<file path="config.mk">
export PLATFORM = sky130hd
export DESIGN_NAME = sram_bus_responder
export DESIGN_NICKNAME = d
export VERILOG_FILES = /design/src/rtl/sram_bus_pkg.sv /design/src/rtl/sram_wait_ctr.sv /design/src/rtl/sram_bus_responder.sv
export SDC_FILE = /design/constraint.sdc
export NUM_CORES = 1
export LEC_CHECK = 0
export CORE_MARGIN = 8
export CORE_UTILIZATION = 35
export CTS_CLUSTER_DIAMETER = 100
export CTS_CLUSTER_SIZE = 10
export DETAILED_ROUTE_END_ITERATION = 12
export GPL_TIMING_DRIVEN = 0
export PLACE_DENSITY = 0.67
export SETUP_SLACK_MARGIN = 0.1
export SLEW_MARGIN = 40
export SYNTH_ARGS = -nofsm -noshare
export SYNTH_HDL_FRONTEND = slang
export SYNTH_SLANG_ARGS = --single-unit
</file>
<file path="constraint.sdc">
create_clock -name clk25mhz -period 2 [get_ports clk25mhz]
set_input_delay 0.4 -clock clk25mhz [delete_from_list [all_inputs] [get_ports clk25mhz]]
set_output_delay 0.4 -clock clk25mhz [all_outputs]
set_load 0.03 [all_outputs]
</file>
<file path="src/rtl/sram_bus_pkg.sv">
// Shared types and constants for the external SRAM bus responder.
package sram_bus_pkg;

  // Responder state; 3-bit encoding, IDLE is the reset state.
  typedef enum logic [2:0] {
    S_IDLE  = 3'd0,
    S_SETUP = 3'd1,
    S_READ  = 3'd2,
    S_WRITE = 3'd3,
    S_HOLD  = 3'd4,
    S_ACK   = 3'd5,
    S_DONE  = 3'd6
  } state_t;

  localparam int WAIT_W   = 4;   // wait-state counter width
  localparam int MIN_WAIT = 1;   // smallest legal strobe length
  localparam int MAX_WAIT = 15;  // largest value the counter can hold
  localparam int SRAM_AW  = 18;  // {bank, cpu address}

endpackage

</file>
<file path="src/rtl/sram_wait_ctr.sv">
// Loadable down-counter that flags the last cycle of a strobe.
// last is high while the count equals 1, so a strobe of N cycles ends
// when the counter has been enabled for N cycles after a load of N.
module sram_wait_ctr
  import sram_bus_pkg::*;
(
  input  logic              clk25mhz,
  input  logic              resetn,
  input  logic              load,
  input  logic [WAIT_W-1:0] value,
  input  logic              en,
  output logic              last
);

  logic [WAIT_W-1:0] count;

  // Load has priority; decrement saturates at zero.
  always_ff @(posedge clk25mhz) begin
    if (!resetn) begin
      count <= '0;
    end else if (load) begin
      count <= value;
    end else if (en && (count != '0)) begin
      count <= count - WAIT_W'(1);
    end
  end

  assign last = (count == WAIT_W'(1));

endmodule

</file>
<file path="src/rtl/sram_bus_responder.sv">
// Responder end of the Z80 external memory bus: converts one initiator
// request into a timed asynchronous SRAM cycle and returns a one-cycle ack.
//
// Handshake: the initiator raises i_cs with i_we/i_addr/i_bank/i_dat stable;
// those are sampled only in the IDLE cycle that sees i_cs=1. The responder
// pulses o_ack for exactly one cycle when the SRAM cycle is complete (o_dat
// valid on reads). A new request is accepted only after i_cs has been low
// for at least one cycle, so a held i_cs never retriggers; dropping i_cs
// early never truncates the SRAM cycle.
module sram_bus_responder
  import sram_bus_pkg::*;
#(
  parameter int RD_WAIT = 2,
  parameter int WR_WAIT = 2
) (
  input  logic               clk25mhz,
  input  logic               resetn,
  input  logic               i_cs,
  input  logic               i_we,
  input  logic [15:0]        i_addr,
  input  logic [1:0]         i_bank,
  input  logic [7:0]         i_dat,
  output logic [7:0]         o_dat,
  output logic               o_ack,
  output logic [SRAM_AW-1:0] o_sram_addr,
  output logic [7:0]         o_sram_dout,
  output logic               o_sram_doe,
  input  logic [7:0]         i_sram_din,
  output logic               o_sram_cs_n,
  output logic               o_sram_oe_n,
  output logic               o_sram_we_n
);

  if ((RD_WAIT < MIN_WAIT) || (RD_WAIT > MAX_WAIT)) begin : g_bad_rd_wait
    $error("sram_bus_responder: RD_WAIT out of range 1..15");
  end
  if ((WR_WAIT < MIN_WAIT) || (WR_WAIT > MAX_WAIT)) begin : g_bad_wr_wait
    $error("sram_bus_responder: WR_WAIT out of range 1..15");
  end

  localparam logic [WAIT_W-1:0] RD_CNT = WAIT_W'(RD_WAIT);
  localparam logic [WAIT_W-1:0] WR_CNT = WAIT_W'(WR_WAIT);

  state_t state, next_state;
  logic   we_l;
  logic   req_we;       // direction of the cycle being set up
  logic   ctr_load, ctr_en, ctr_last;
  logic   capture;
  logic   ack_d, cs_n_d, oe_n_d, we_n_d, doe_d;

  sram_wait_ctr u_wait_ctr (
    .clk25mhz (clk25mhz),
    .resetn   (resetn),
    .load     (ctr_load),
    .value    (i_we ? WR_CNT : RD_CNT),
    .en       (ctr_en),
    .last     (ctr_last)
  );

  // Next state, plus strobe values decoded from the state being entered so
  // that every SRAM strobe leaves a flop.
  always_comb begin
    next_state = state;
    req_we     = (state == S_IDLE) ? i_we : we_l;
    ctr_load   = 1'b0;
    ctr_en     = 1'b0;
    capture    = 1'b0;
    case (state)
      S_IDLE: begin
        if (i_cs) begin
          next_state = S_SETUP;
          ctr_load   = 1'b1;
        end
      end
      S_SETUP: next_state = we_l ? S_WRITE : S_READ;
      S_READ: begin
        ctr_en = 1'b1;
        if (ctr_last) begin
          capture    = 1'b1;
          next_state = S_ACK;
        end
      end
      S_WRITE: begin
        ctr_en = 1'b1;
        if (ctr_last) next_state = S_HOLD;
      end
      S_HOLD:  next_state = S_ACK;
      S_ACK:   next_state = S_DONE;
      S_DONE:  if (!i_cs) next_state = S_IDLE;
      default: next_state = S_IDLE;
    endcase

    ack_d  = (next_state == S_ACK);
    cs_n_d = !((next_state == S_SETUP) || (next_state == S_READ) ||
               (next_state == S_WRITE) || (next_state == S_HOLD));
    oe_n_d = !(((next_state == S_SETUP) && !req_we) || (next_state == S_READ));
    we_n_d = !(next_state == S_WRITE);
    doe_d  = ((next_state == S_SETUP) && req_we) ||
             (next_state == S_WRITE) || (next_state == S_HOLD);
  end

  // State and strobe registers; reset abandons any cycle in flight.
  always_ff @(posedge clk25mhz) begin
    if (!resetn) begin
      state       <= S_IDLE;
      o_ack       <= 1'b0;
      o_sram_cs_n <= 1'b1;
      o_sram_oe_n <= 1'b1;
      o_sram_we_n <= 1'b1;
      o_sram_doe  <= 1'b0;
    end else begin
      state       <= next_state;
      o_ack       <= ack_d;
      o_sram_cs_n <= cs_n_d;
      o_sram_oe_n <= oe_n_d;
      o_sram_we_n <= we_n_d;
      o_sram_doe  <= doe_d;
    end
  end

  // Request latch in IDLE and read-data capture on the last READ cycle.
  always_ff @(posedge clk25mhz) begin
    if (!resetn) begin
      o_sram_addr <= '0;
      o_sram_dout <= '0;
      we_l        <= 1'b0;
      o_dat       <= '0;
    end else begin
      if (ctr_load) begin
        o_sram_addr <= {i_bank, i_addr};
        o_sram_dout <= i_dat;
        we_l        <= i_we;
      end
      if (capture) o_dat <= i_sram_din;
    end
  end

endmodule

</file>
==> flow_metrics.py, run 1 <==
metrics = {
    "layout": {
        "drive_gt1_share_pct": 6.21,
        "num-fill-cells": 528,
        "most_used_cells_in_the_layout_excluding_fill_and_tap_cells": "clkdlybuf4s50_1, nand2_1, dfxtp_1",
        "num-nets-final": 346,
        "num_antenna_cells": 0,
        "mostFrequentLayoutCell": "clkdlybuf4s50_1",
        "synthToLayoutAreaGrowth_pct": 49.8,
    },
    "sta": {
        "finalWorstSetupSlack_ns": 0.207,
        "whs_ns": 0.455,
        "final_hold_viol_count": 0,
        "setup_violations": 0,
        "clock_skew_ns": 0.00858,
        "final_max_slew_viol_count": 0,
        "unrepaired_setup_endpoints_after_global_routing": "false",
        "worst-slew-pin-transition_ns": 0.588,
        "final_min_period_over_clock_period_pct": 89.7,
        "achievable_clock_frequency_mhz": 558,
        "worst_slew_margin_rel_pct": 60.6,
        "layout_min_cycle_time_ns": 1.79,
        "final.setup.tns_ns": 0,
    },
    "detailed_routing": {
        "route.detailed.vias_per_inst": 4.74,
        "wire_per_inst_um": 13.9,
        "drt_first_iter_violations": 62,
        "first_pass_iters": 4,
        "via_count": 1781,
        "drc": 0,
        "postRouteAntennaNets": 0,
        "drt-total-wl_um": 5220,
    },
    "synthesis": {
        "synth_edf_count": 0,
        "synth-warning-count": 0,
        "synth_ff_type": "dfxtp_1",
        "synth_area_mm2": 0.00188,
        "syn-instance-count": 223,
        "asyncSetResetFlopFracSynth_pct": 0,
        "yosysSeqAreaShare_pct": 50.0,
        "syn-mean-instance-area_um2": 8.43,
        "syn-num-nets": 263,
        "synthDistinctLibCells": 33,
        "synth-seq-cells": 47,
    },
    "critical_path": {
        "cp.required_ns": 2.18,
        "criticalPathCategory": "input port to flop",
        "crit_arrival_ns": 1.97,
        "critPathLaunchType": "input port",
        "critPathCaptureType": "flop",
        "path_max_fanout": 10,
        "r2r_cells": 6,
    },
    "cts": {
        "number_of_buffers_inserted_during_clock_tree_synthesis": 5,
        "clk_pin_slew_worst_paths_ns": 0.09,
        "num_clock_sinks": 47,
        "cts_post_setup_buffers_inserted": 0,
        "post_cts_hold_buffer_count": 0,
        "cts_tree": "built",
        "htree_num_levels": 2,
        "clk-insertion-delay-late_ns": 0.30,
        "cts-root-to-sink-buffers": 2,
        "cts_root_buffer": "clkbuf_8",
        "cts_resized": 0,
    },
    "pwr": {
        "power.share.sequential_pct": 48.2,
        "p_sw_share_pct": 29.6,
        "vdd.ir_drop.worst_uv": 445,
        "power-per-cell-area_mw_per_mm2": 759,
        "share_clk_of_total_power_pct": 27.3,
        "power_report.internal_total_mw": 1.51,
        "netSwitchingPower_mw": 0.633,
        "combPwrFrac_pct": 24.5,
        "leakagePower_nw": 1.02,
    },
    "placed_design": {
        "place_hpwl_um": 3810,
        "port-buffer-count": 76,
        "dpl_worst_slack_ns": -0.111,
        "gpl.final_weighted_congestion": 0.786,
    },
    "floorplanning": {
        "top_level_ports": 77,
        "fp.coreArea_mm2": 0.00514,
        "die-area_mm2": 0.00797,
        "die_width_um": 89.3,
        "initial_core_util_pct": 36.6,
        "die_height_um": 89.3,
        "total_number_of_placement_rows": 26,
    },
    "global_routing": {
        "grt_first_pass_wirelength_um": 8290,
        "number_of_global_route_vias_before_repair": 1761,
        "global_route.usage.total_pct": 13.4,
        "congestion_overflow_gr": 0,
        "grt_max_degree": 14,
        "antenna_found_initial": 0,
    },
    "flow_run": {
        "drv.max_cap_violation_count": 0,
    },
    "hold_path": {
        "holdPathStages": 2,
        "timing.hold.worst.class": "flop to flop",
    },
    "status": {
        "run_status": "finished, final reports clean",
    },
}
==> flip-flops by register name (all words and copies together), names as in the netlist <==
name and flops:
o_dat 8, u_wait_ctr.count 4, we_l 1, o_sram_oe_n 1, o_sram_cs_n 1, o_sram_doe 1, o_sram_dout 8, state 3
o_sram_we_n 1, o_ack 1, o_sram_addr 18
==> critical path: stages <==
cell and delay (ns):
clkdlybuf4s50_1 0.60, or4b_1 0.48, buf_4 0.20, buf_6 0.15, nand2_1 0.07, a21oi_1 0.06
==> cell usage after synthesis (2+ instances only) <==
master | instances | area (µm²)
nand3_1 | 9 | 45.0
o21ai_0 | 3 | 15.0
a21oi_1 | 40 | 200
or3b_1 | 2 | 17.5
inv_1 | 4 | 15.0
ha_1 | 2 | 25.0
dfxtp_1 | 47 | 941
buf_2 | 2 | 10.0
mux2_2 | 2 | 22.5
or3_1 | 2 | 12.5
nor3_1 | 2 | 10.0
nor3b_2 | 3 | 37.5
o21ai_1 | 11 | 55.1
nand2b_1 | 4 | 25.0
nand2_1 | 58 | 218
or4_1 | 2 | 15.0
clkbuf_1 | 8 | 30.0
nor2_1 | 5 | 18.8
buf_6 | 3 | 33.8
==> cell families after synthesis <==
family                     after synthesis  synth area share (%)
DFF                                     47                  50.0
and+or+nand+nor                         91                  24.0
muxes                                    4                  2.33
buffers and inverters                   18                  5.12
AOI/OAI and AO/OA                       61                  17.2
adders and majority gates                2                  1.33
==> stage by stage <==
step	instances	area (µm²)	total power [mW]	util [%]
after floorplan	223	1880	1.35	-
after global placement	369	2730	1.58	53.1
after detailed placement	369	2730	1.58	53.1
after CTS	376	2820	2.16	54.8
after global routing	376	2820	2.26	54.8
final	376	2820	2.14	54.8
==> layout make-up <==
cell class | instances | area [µm²] | area share (%)
Sequential cell | 47 | 941 | 33.4
Multi-Input combinational cell | 158 | 843 | 29.9
Timing Repair Buffer | 76 | 761 | 27.0
Tap cell | 70 | 87.6 | 3.11
Clock buffer | 6 | 82.6 | 2.93
Buffer | 14 | 81.3 | 2.89
Inverter | 4 | 15.0 | 0.533
Clock inverter | 1 | 5.00 | 0.178
==> per-layer routing <==
metal / vias up / global-route usage (%) / wire, µm
li1: 924 / - / -
met1: 794 / 15.8 / 2380
met2: 56 / 21.5 / 2350
met3: 7 / 5.33 / 394
met4: 0 / 5.14 / 93
met5: - / 0 / 0
==> power groups by stage <==
stage	clock (mW)	combinational (mW)	sequential [mW]
after floorplan	0	0.205	1.15
after global placement	0	0.525	1.05
after detailed placement	0	0.528	1.05
after CTS	0.602	0.531	1.03
after global routing	0.650	0.567	1.04
final	0.583	0.525	1.03
==> final timing paths <==
| kind | from | to | slack (ns) |
|---|---|---|---|
| hold reg to reg | o_sram_addr[14]$_SDFFE_PN0P_ | o_sram_addr[14]$_SDFFE_PN0P_ | 0.46 |
| hold / removal | o_sram_addr[14]$_SDFFE_PN0P_ | o_sram_addr[14]$_SDFFE_PN0P_ | 0.46 |
| setup reg to reg | u_wait_ctr.count[1]$_SDFFE_PN0P_ | o_dat[5]$_SDFFE_PN0P_ | 0.40 |
| setup / recovery | i_cs | o_sram_addr[12]$_SDFFE_PN0P_ | 0.21 |
(Power assumes the default switching activity.)
==> run 2, diff against run 1 <==
--- a/config.mk
+++ b/config.mk
@@ -6,12 +6,12 @@
 export NUM_CORES = 1
 export LEC_CHECK = 0
 export CORE_MARGIN = 8
-export CORE_UTILIZATION = 35
+export CORE_UTILIZATION = 42
 export CTS_CLUSTER_DIAMETER = 100
 export CTS_CLUSTER_SIZE = 10
 export DETAILED_ROUTE_END_ITERATION = 12
 export GPL_TIMING_DRIVEN = 0
-export PLACE_DENSITY = 0.67
+export PLACE_DENSITY = 0.79
 export SETUP_SLACK_MARGIN = 0.1
 export SLEW_MARGIN = 40
 export SYNTH_ARGS = -nofsm -noshare
==> run 2 against run 1 <==
Sequential share of layout area grew 0.27 points. Global-route usage grew 1.6 points. Count of clock-buffer cells in the layout is the same. Via count grew 2.8%. Total power shrank 0.65%. Final cell count shrank 4.8%. Setup slack lost 0.0041 ns. Core utilization grew 9.8 points. Flip-flop and latch count is the same. Final area shrank 0.80%. Critical endpoint is now o_sram_addr[11]$_SDFFE_PN0P_. Largest cell class unchanged.
==> flow_metrics.py, run 2 (synthesis results as in run 1) <==
metrics = {
    "detailed_routing": {
        "via_count": 1830,
        "wire_per_inst_um": 14.5,
        "postRouteAntennaNets": 0,
        "drt-total-wl_um": 5200,
        "drc": 0,
        "route.detailed.vias_per_inst": 5.11,
        "drt_first_iter_violations": 74,
        "first_pass_iters": 4,
    },
    "placed_design": {
        "port-buffer-count": 76,
        "gpl.final_weighted_congestion": 0.791,
        "dpl_cell_area_mm2": 0.00271,
        "place_hpwl_um": 3850,
    },
    "global_routing": {
        "grt_first_pass_wirelength_um": 8760,
        "antenna_found_initial": 0,
        "number_of_global_route_vias_before_repair": 1784,
        "congestion_overflow_gr": 0,
        "global_route.usage.total_pct": 15.0,
        "grt_max_degree": 14,
    },
    "pwr": {
        "leakagePower_nw": 1.02,
        "vdd.ir_drop.worst_uv": 484,
        "power-per-cell-area_mw_per_mm2": 761,
    },
    "critical_path": {
        "critPathCaptureType": "flop",
        "criticalPathCategory": "input port to flop",
        "critPathLaunchType": "input port",
        "crit_path_max_incr_delay_ns": 0.59,
        "timing.critical_path.cells": "clkdlybuf4s50_1 > or4b_1 > buf_4 > buf_6 > nand2_1 > a21oi_1",
        "r2r_cells": 6,
        "path_max_fanout": 10,
        "slowest_stage": "clkdlybuf4s50_1",
        "cp.required_ns": 2.17,
        "r2r_slack_ns": 0.38,
        "crit_arrival_ns": 1.97,
    },
    "floorplanning": {
        "die_width_um": 82.9,
        "total_number_of_placement_rows": 24,
        "die-area_mm2": 0.00687,
        "fp.coreArea_mm2": 0.00432,
        "initial_core_util_pct": 43.5,
        "die_height_um": 82.9,
        "top_level_ports": 77,
    },
    "cts": {
        "cts_resized": 0,
        "num_clock_sinks": 47,
        "post_cts_hold_buffer_count": 0,
        "number_of_buffers_inserted_during_clock_tree_synthesis": 5,
        "clk_pin_slew_worst_paths_ns": 0.08,
        "cts_tree": "built",
        "htree_num_levels": 2,
        "cts_post_setup_buffers_inserted": 0,
        "cts-root-to-sink-buffers": 2,
        "cts_root_buffer": "clkbuf_8",
        "clk-insertion-delay-late_ns": 0.29,
    },
    "sta": {
        "setup_violations": 0,
        "layout_min_cycle_time_ns": 1.80,
        "final_max_slew_viol_count": 0,
        "unrepaired_setup_endpoints_after_global_routing": "false",
        "final_min_period_over_clock_period_pct": 89.9,
        "achievable_clock_frequency_mhz": 556,
        "worst-slew-pin-transition_ns": 0.621,
        "worst_slew_margin_rel_pct": 58.4,
        "final.setup.tns_ns": 0,
        "clock_skew_ns": 0.00691,
        "final_hold_viol_count": 0,
    },
    "layout": {
        "num_antenna_cells": 0,
        "top_register": "o_sram_addr",
        "largest_register_ff_count": 18,
        "synthToLayoutAreaGrowth_pct": 48.6,
        "num-nets-final": 346,
        "stdcell_area_mm2": 0.00279,
        "mostFrequentLayoutCell": "clkdlybuf4s50_1",
        "most_used_cells_in_the_layout_excluding_fill_and_tap_cells": "clkdlybuf4s50_1, nand2_1, dfxtp_1",
        "drive_gt1_share_pct": 6.21,
        "largestRegisters": "o_sram_addr: 18 flops, o_dat: 8 flops, o_sram_dout: 8 flops",
    },
    "hold_path": {
        "holdPathStages": 2,
        "timing.hold.worst.class": "flop to flop",
    },
    "flow_run": {
        "drv.max_cap_violation_count": 0,
    },
    "status": {
        "run_status": "finished, final reports clean",
    },
}
[run 2: cell counts in the layout (fill, tap and decap cells not counted)]
Identical to the previous run, type by type.
[run 2: critical path, delay by kind of cell]
family / cells / cell delay, ns
AOI/OAI and AO/OA: 1 / 0.07
buffers and inverters: 3 / 0.94
and+or+nand+nor: 2 / 0.55
[run 2: final timing paths]
check / endpoint / from
worst max-delay path: o_sram_addr[11]$_SDFFE_PN0P_ / i_cs
worst min-delay path: o_sram_addr[10]$_SDFFE_PN0P_ / o_sram_addr[10]$_SDFFE_PN0P_
worst max register to register: state[1]$_SDFF_PN0_ / u_wait_ctr.count[1]$_SDFFE_PN0P_
worst min register to register: o_sram_addr[10]$_SDFFE_PN0P_ / o_sram_addr[10]$_SDFFE_PN0P_
[run 2: report_power, final]
part           leakage, nW  total, mW  internal [mW]  switching, mW
clock               0.0470      0.570          0.271          0.298
sequential           0.384       1.03          0.996         0.0337
combinational        0.584      0.525          0.238          0.287
[run 2: layout make-up]
cell class | count | area (µm²)
buffer | 14 | 81.3
tap | 52 | 65.1
clock buffer | 6 | 82.6
sequential | 47 | 941
timing repair buffer | 76 | 761
clock inverter | 1 | 5.00
inverter | 4 | 15.0
multi-input combinational | 158 | 843
fill | 389 | 1530
[run 2: layer usage]
layer  track usage (%)  vias to the layer above  wire [µm]  share of wire [%]
li1                  -                      931          -                  -
met1              18.3                      830       2320                 45
met2              23.3                       67       2390                 46
met3              6.05                        2        435                8.4
met4              5.11                        0         44               0.85
met5                 0                        -          0                  0
[run 2: per-stage QoR]
stage                     worst slack, ns  hold slack [ns]  util (%)  total power, mW  instances
final                               0.203            0.455      64.6             2.12        358
after global routing                0.114            0.479      64.6             2.25        358
after CTS                           0.198            0.457      64.6             2.15        358
after detailed placement          -0.0997            0.447      62.6             1.58        351
after global placement            -0.0755            0.441      62.6             1.57        351
after floorplan                     0.554            0.447         -             1.35        223
